[src/rtl/dff_ram_banked.sv]
// dff_ram_banked: single-port flip-flop RAM split into BANKS equal banks,
// with per-lane write masking, registered read data and a read-valid strobe.
//
// Ports:
//   clk     in   rising-edge clock
//   rst     in   asynchronous active-high reset
//   add     in   word address; the upper bits select the bank, the lower bits the row
//   en_n    in   active-low access enable
//   wr_n    in   0 = write, 1 = read
//   wmask   in   per-lane write enable; bit i covers wdata[i*LANE_W +: LANE_W]
//   wdata   in   write data
//   rdata   out  registered read data, held until the next accepted read
//   rvalid  out  one-cycle pulse marking new rdata
//   busy    out  clear sequencer active; accesses are dropped while high
//
// Optional feature macro: DFF_RAM_CLEAR_EN
//   Defined:   after reset, a sequencer zeroes one row of every bank per cycle.
//   Undefined: no sequencer; busy is tied low and storage is undefined until written.
module dff_ram_banked #(
    parameter int WIDTH  = 72,
    parameter int DEPTH  = 8,
    parameter int BANKS  = 2,
    parameter int LANE_W = 9,
    localparam int LANES = WIDTH / LANE_W,
    localparam int AW    = (DEPTH > 1) ? $clog2(DEPTH) : 1
) (
    input  logic             clk,
    input  logic             rst,
    input  logic [AW-1:0]    add,
    input  logic             en_n,
    input  logic             wr_n,
    input  logic [LANES-1:0] wmask,
    input  logic [WIDTH-1:0] wdata,
    output logic [WIDTH-1:0] rdata,
    output logic             rvalid,
    output logic             busy
);

    localparam int BW   = $clog2(BANKS);
    localparam int ROWS = DEPTH / BANKS;
    localparam int RW   = (ROWS > 1) ? $clog2(ROWS) : 1;
    localparam int SW   = (BANKS > 1) ? BW : 1;

    logic [SW-1:0]    bank_sel;
    logic [RW-1:0]    row_sel;
    logic             acc;
    logic             wr_acc;
    logic             rd_acc;
    logic             clr_act;
    logic [RW-1:0]    clr_row;
    logic [WIDTH-1:0] bank_rd [BANKS];
    logic [WIDTH-1:0] rd_word;
    logic [WIDTH-1:0] rdata_q;
    logic [WIDTH-1:0] rdata_d;
    logic             rvalid_q;
    logic             rvalid_d;

    // Address split: bank from the top BW bits, row from the rest.
    if (BANKS > 1) begin : g_bank_sel
        assign bank_sel = add[AW-1 -: BW];
    end else begin : g_one_bank
        assign bank_sel = '0;
    end

    if (ROWS > 1) begin : g_row_sel
        assign row_sel = add[RW-1:0];
    end else begin : g_one_row
        assign row_sel = '0;
    end

`ifdef DFF_RAM_CLEAR_EN
    typedef enum logic {
        CLEAR,
        IDLE
    } state_t;

    state_t        state_q;
    logic [RW-1:0] cnt_q;
    logic          busy_q;

    // Walks every row once after reset, zeroing that row in all banks
    // at the same time; busy drops on the edge that writes the last row.
    always_ff @(posedge clk or posedge rst) begin
        if (rst) begin
            state_q <= CLEAR;
            cnt_q   <= '0;
            busy_q  <= 1'b1;
        end else begin
            unique case (state_q)
                CLEAR: begin
                    cnt_q <= cnt_q + 1'b1;
                    if (cnt_q == RW'(ROWS - 1)) begin
                        state_q <= IDLE;
                        busy_q  <= 1'b0;
                    end
                end
                IDLE: begin
                    state_q <= IDLE;
                end
                default: begin
                    state_q <= IDLE;
                    busy_q  <= 1'b0;
                end
            endcase
        end
    end

    assign clr_act = (state_q == CLEAR);
    assign clr_row = cnt_q;
    assign busy    = busy_q;
`else
    assign clr_act = 1'b0;
    assign clr_row = '0;
    assign busy    = 1'b0;
`endif

    assign acc    = !en_n && !busy;
    assign wr_acc = acc && !wr_n;
    assign rd_acc = acc && wr_n;

    for (genvar b = 0; b < BANKS; b++) begin : g_bank
        logic [WIDTH-1:0] mem_q [ROWS];
        logic             hit;

        assign hit = (bank_sel == SW'(b));

        // Storage has no reset; only the clear sequencer initialises it.
        always_ff @(posedge clk) begin
            if (clr_act) begin
                mem_q[clr_row] <= '0;
            end else if (wr_acc && hit) begin
                for (int l = 0; l < LANES; l++) begin
                    if (wmask[l]) begin
                        mem_q[row_sel][l*LANE_W +: LANE_W] <=
                            wdata[l*LANE_W +: LANE_W];
                    end
                end
            end
        end

        assign bank_rd[b] = mem_q[row_sel];
    end

    assign rd_word  = bank_rd[bank_sel];
    assign rdata_d  = rd_acc ? rd_word : rdata_q;
    assign rvalid_d = rd_acc;

    always_ff @(posedge clk or posedge rst) begin
        if (rst) begin
            rdata_q  <= '0;
            rvalid_q <= 1'b0;
        end else begin
            rdata_q  <= rdata_d;
            rvalid_q <= rvalid_d;
        end
    end

    assign rdata  = rdata_q;
    assign rvalid = rvalid_q;

endmodule
[config.mk]
export PLATFORM = sky130hd
export DESIGN_NAME = dff_ram_banked
export DESIGN_NICKNAME = d
export VERILOG_FILES = /design/src/rtl/dff_ram_banked.sv
export SDC_FILE = /design/constraint.sdc
export NUM_CORES = 1
export LEC_CHECK = 0
export CORE_MARGIN = 5
export CORE_UTILIZATION = 34
export DETAILED_ROUTE_END_ITERATION = 12
export PLACE_DENSITY = 0.5
export RECOVER_POWER = 25
export SYNTH_ARGS = -nofsm -noshare
export SYNTH_HDL_FRONTEND = slang
export SYNTH_SLANG_ARGS = --single-unit
[constraint.sdc]
create_clock -name clk -period 3.35 [get_ports clk]
set_input_delay 0.8375 -clock clk [delete_from_list [all_inputs] [get_ports clk]]
set_output_delay 0.8375 -clock clk [all_outputs]
set_load 0.02 [all_outputs]
==> metrics.csv <==
metric;value;unit
final worst-path setup slack;0.7932;ns
Worst Skew;0.01926;ns
arrival time of the worst setup path;1.72;ns
RSZ-0062 raised after global routing;no;
peak supply drop;0.0002810;V
ys flop type;edfxtp_1;
htree depth;3;
core box area;0.07027;sq mm
Die X;276.4;um
Worst Hold Depth;2;
area leader, netlist;edfxtp_1;
multi-input logic area;0.004666;sq mm
final WL;56980;um
Clk network pwr share;42.8;%
filler cell count;6142;
vias in the first global route;12530;
CP max FO;2;
Post CTS Setup Buffer Count;0;
area delta synth->final;23.16;%
Required @ worst endpoint;2.51;ns
post-synthesis cell area;0.02413;sq mm
YS warnings;0;
Final Critical Period;2.557;ns
die area;0.07641;sq mm
Async S/R FF share, synth;11.25;%
Crit path max-delay family;buffers and inverters;
CP Capture Type;output port;
top post-synthesis cells by area;edfxtp_1 72%, mux4_2 13%, dfrtp_1 7.6%;
Vias/cell;4.881;
Final Util;42.30;%
Worst R2R End;rdata[68];
drt drc;0;
leakage power;9.723;nW
global-route wire length before repair;85000;um
non-filler cells, final;2438;
Mapped Cells;1174;
register area share after synthesis;79.24;%
Avg Inst Size Synth;20.56;sq um
routability congestion estimate;0.6957;
num ports;161;
Crit-path slowest cell;clkdlybuf4s50_1;
P_sw;0.004005;W
top-area cell type share of the netlist area;71.67;%
post-CTS sizing;0;
syn_nets;1261;
Hold Buf Count CTS;0;
most common library cells after synthesis;576 x edfxtp_1, 209 x nor2_1, 141 x mux4_2;
hpwl dp;34650;um
Hold WC Path Type;reg2reg;
initial core utilization;34.34;%
initial antenna violation count;14;
CTS tree;built;
Final Cell Area;0.02972;sq mm
largest net degree at the start of global routing;81;
post-route clock period utilization;76.32;%
Hold Vio Cnt, Final;0;
Sequential Power Share;50.1;%
Sw Share;21.89;%
Final Max Tran Viols;29;
TritonCTS Buffers;71;
max_slew headroom;-25.39;%
CP Launch Type;flop;
Root Driver;clkbuf_16;
Rows;97;
Worst Tran Pin Value;1.871;ns
PortBufs;159;
Cells after DPL;2301;
Pwr Density;615.4;mW/mm^2
total global-route track usage;14.80;%
register area;0.01912;sq mm
Cell Area, Placed;0.02735;sq mm
gr ovfl total;0;
r2r worst-path depth;3;
Iteration-0 DRC Markers;848;
most numerous cell in the Yosys netlist;edfxtp_1;
EDFF count, synth;576;
Max Fclk;0.3911;GHz
WS Path Type;reg2out;
Vias;11900;
Yosys cell types;22;
run status;finished with violations;
critical path, cell by cell;clkdlybuf4s50_1;
Clock Latency Late Sink;0.60;ns
DIE HEIGHT;276.4;um
Worst Hold End;rdata[11];
nets@finish;1521;
share of cells above drive strength 1;23.24;%
final setup violating endpoints;0;
routed len/inst;23.37;um
reg-to-reg startpoint;g_bank[1].mem_q[2][68];
Comb pwr share;7.1;%
Routed Antenna Nets;0;
hold path start;rdata[11];
setup_tns;0;ns
Seq cells post-synth;649;
CTS sink count;649;
buffers and inverters on the worst path;1;
Longest Clk Path Bufs;3;
max_cap viols;1;
slowest stage delay, CP;0.65;ns
CTS clk-pin slew, worst paths;0.06;ns
DR pass1 iterations;4;
post-place setup slack;0.5840;ns
failing checks;max-capacitance violations, max-slew violations;
R2R setup slack;2.01;ns
Int Pwr;0.01429;W
## per-layer routing
metal	track usage (%)	vias to the layer above	part of all wire, %
met5	0	-	0.063
met4	3.803	6	1.6
met3	3.510	66	5.5
met2	24.45	278	49
met1	19.96	6304	44
li1	-	5247	-
## worst register-to-register path: cells and delay by family (launching register included)
family / cells / cell delay, ns
simple gates: 1 / 0.07
mux: 1 / 0.52
compound gates: 1 / 0.28
flops: 1 / 0.36
## flip-flops by register name, summed over array words and instances (netlist names)
| register | cells |
|---|---|
| g_bank.mem_q | 576 |
| rdata | 72 |
| rvalid | 1 |
## final cells by class
class                      instances  area share (%)
sequential                       649           64.34
clock inverter                    38           1.435
timing repair buffer             253           8.002
tap                              940           3.957
clock buffer                      94           6.512
multi-input combinational        458           15.70
antenna                            5         0.04209
inverter                           1         0.01684
## cells in the final DEF, fill, tap and decap left out
cell type          n
mux4_2           141
or2_2              1
mux4_1             3
conb_1             1
clkinv_1           8
bufinv_16          7
clkinvlp_4         3
dlygate4sd3_1     43
buf_12             6
o22ai_1           72
clkbuf_8           3
nand3b_1           1
or2b_1             1
clkbuf_16         73
nor2b_1            9
nand2_1           17
buf_4             88
diode_2            5
clkinvlp_2         1
inv_6              2
clkinv_8           2
clkinv_4           1
clkbuf_1          18
buf_6              1
nand2b_1           1
clkinv_2          13
nor2b_4            1
inv_16             2
buf_8              1
edfxtp_1         576
clkdlybuf4s50_1  114
nor2_1           209
or3b_4             1
dfrtp_1           73
## how the worst max path moves through the flow
stage | from | end | slack [ns] | depth (start not counted)
after floorplan | rst | rdata[0] | 0.66 | 1
after global placement | add[0] | rdata[63] | 0.59 | 5
after detailed placement | add[0] | rdata[68] | 0.58 | 5
after CTS | rdata[33] | rdata[33] | 0.75 | 1
after global routing | rdata[33] | rdata[33] | 0.73 | 1
final | rdata[33] | rdata[33] | 0.79 | 1
## metrics by stage
stage                     total power (W)  hold WS [ns]
final                             0.01829        0.5051
after floorplan                  0.009946        0.6201
after global routing              0.01901        0.5298
after global placement            0.01065        0.4920
after detailed placement          0.01067        0.5021
after CTS                         0.01857        0.5150
## kinds of logic (layout without fill, tap and decap cells)
group	Yosys count	count (layout)	synth area share (%)
buffers and inverters	67	386	1.467
DFF	649	649	79.24
muxes	144	144	13.49
other	1	6	0.01554
and+or+nand+nor	241	241	3.925
AOI/OAI and AO/OA	72	72	1.866
## power by group through the flow
| stage | sequential [W] | clock [W] | combinational [W] |
|---|---|---|---|
| CTS | 0.00917 | 0.00807 | 0.00134 |
| global placement | 0.00933 | 0 | 0.00133 |
| finish | 0.00916 | 0.00783 | 0.00130 |
| global route | 0.00918 | 0.00843 | 0.00140 |
| detailed placement | 0.00933 | 0 | 0.00134 |
| floorplan | 0.00945 | 0 | 0.000497 |
Note: power is estimated with default switching activity, not from simulation.
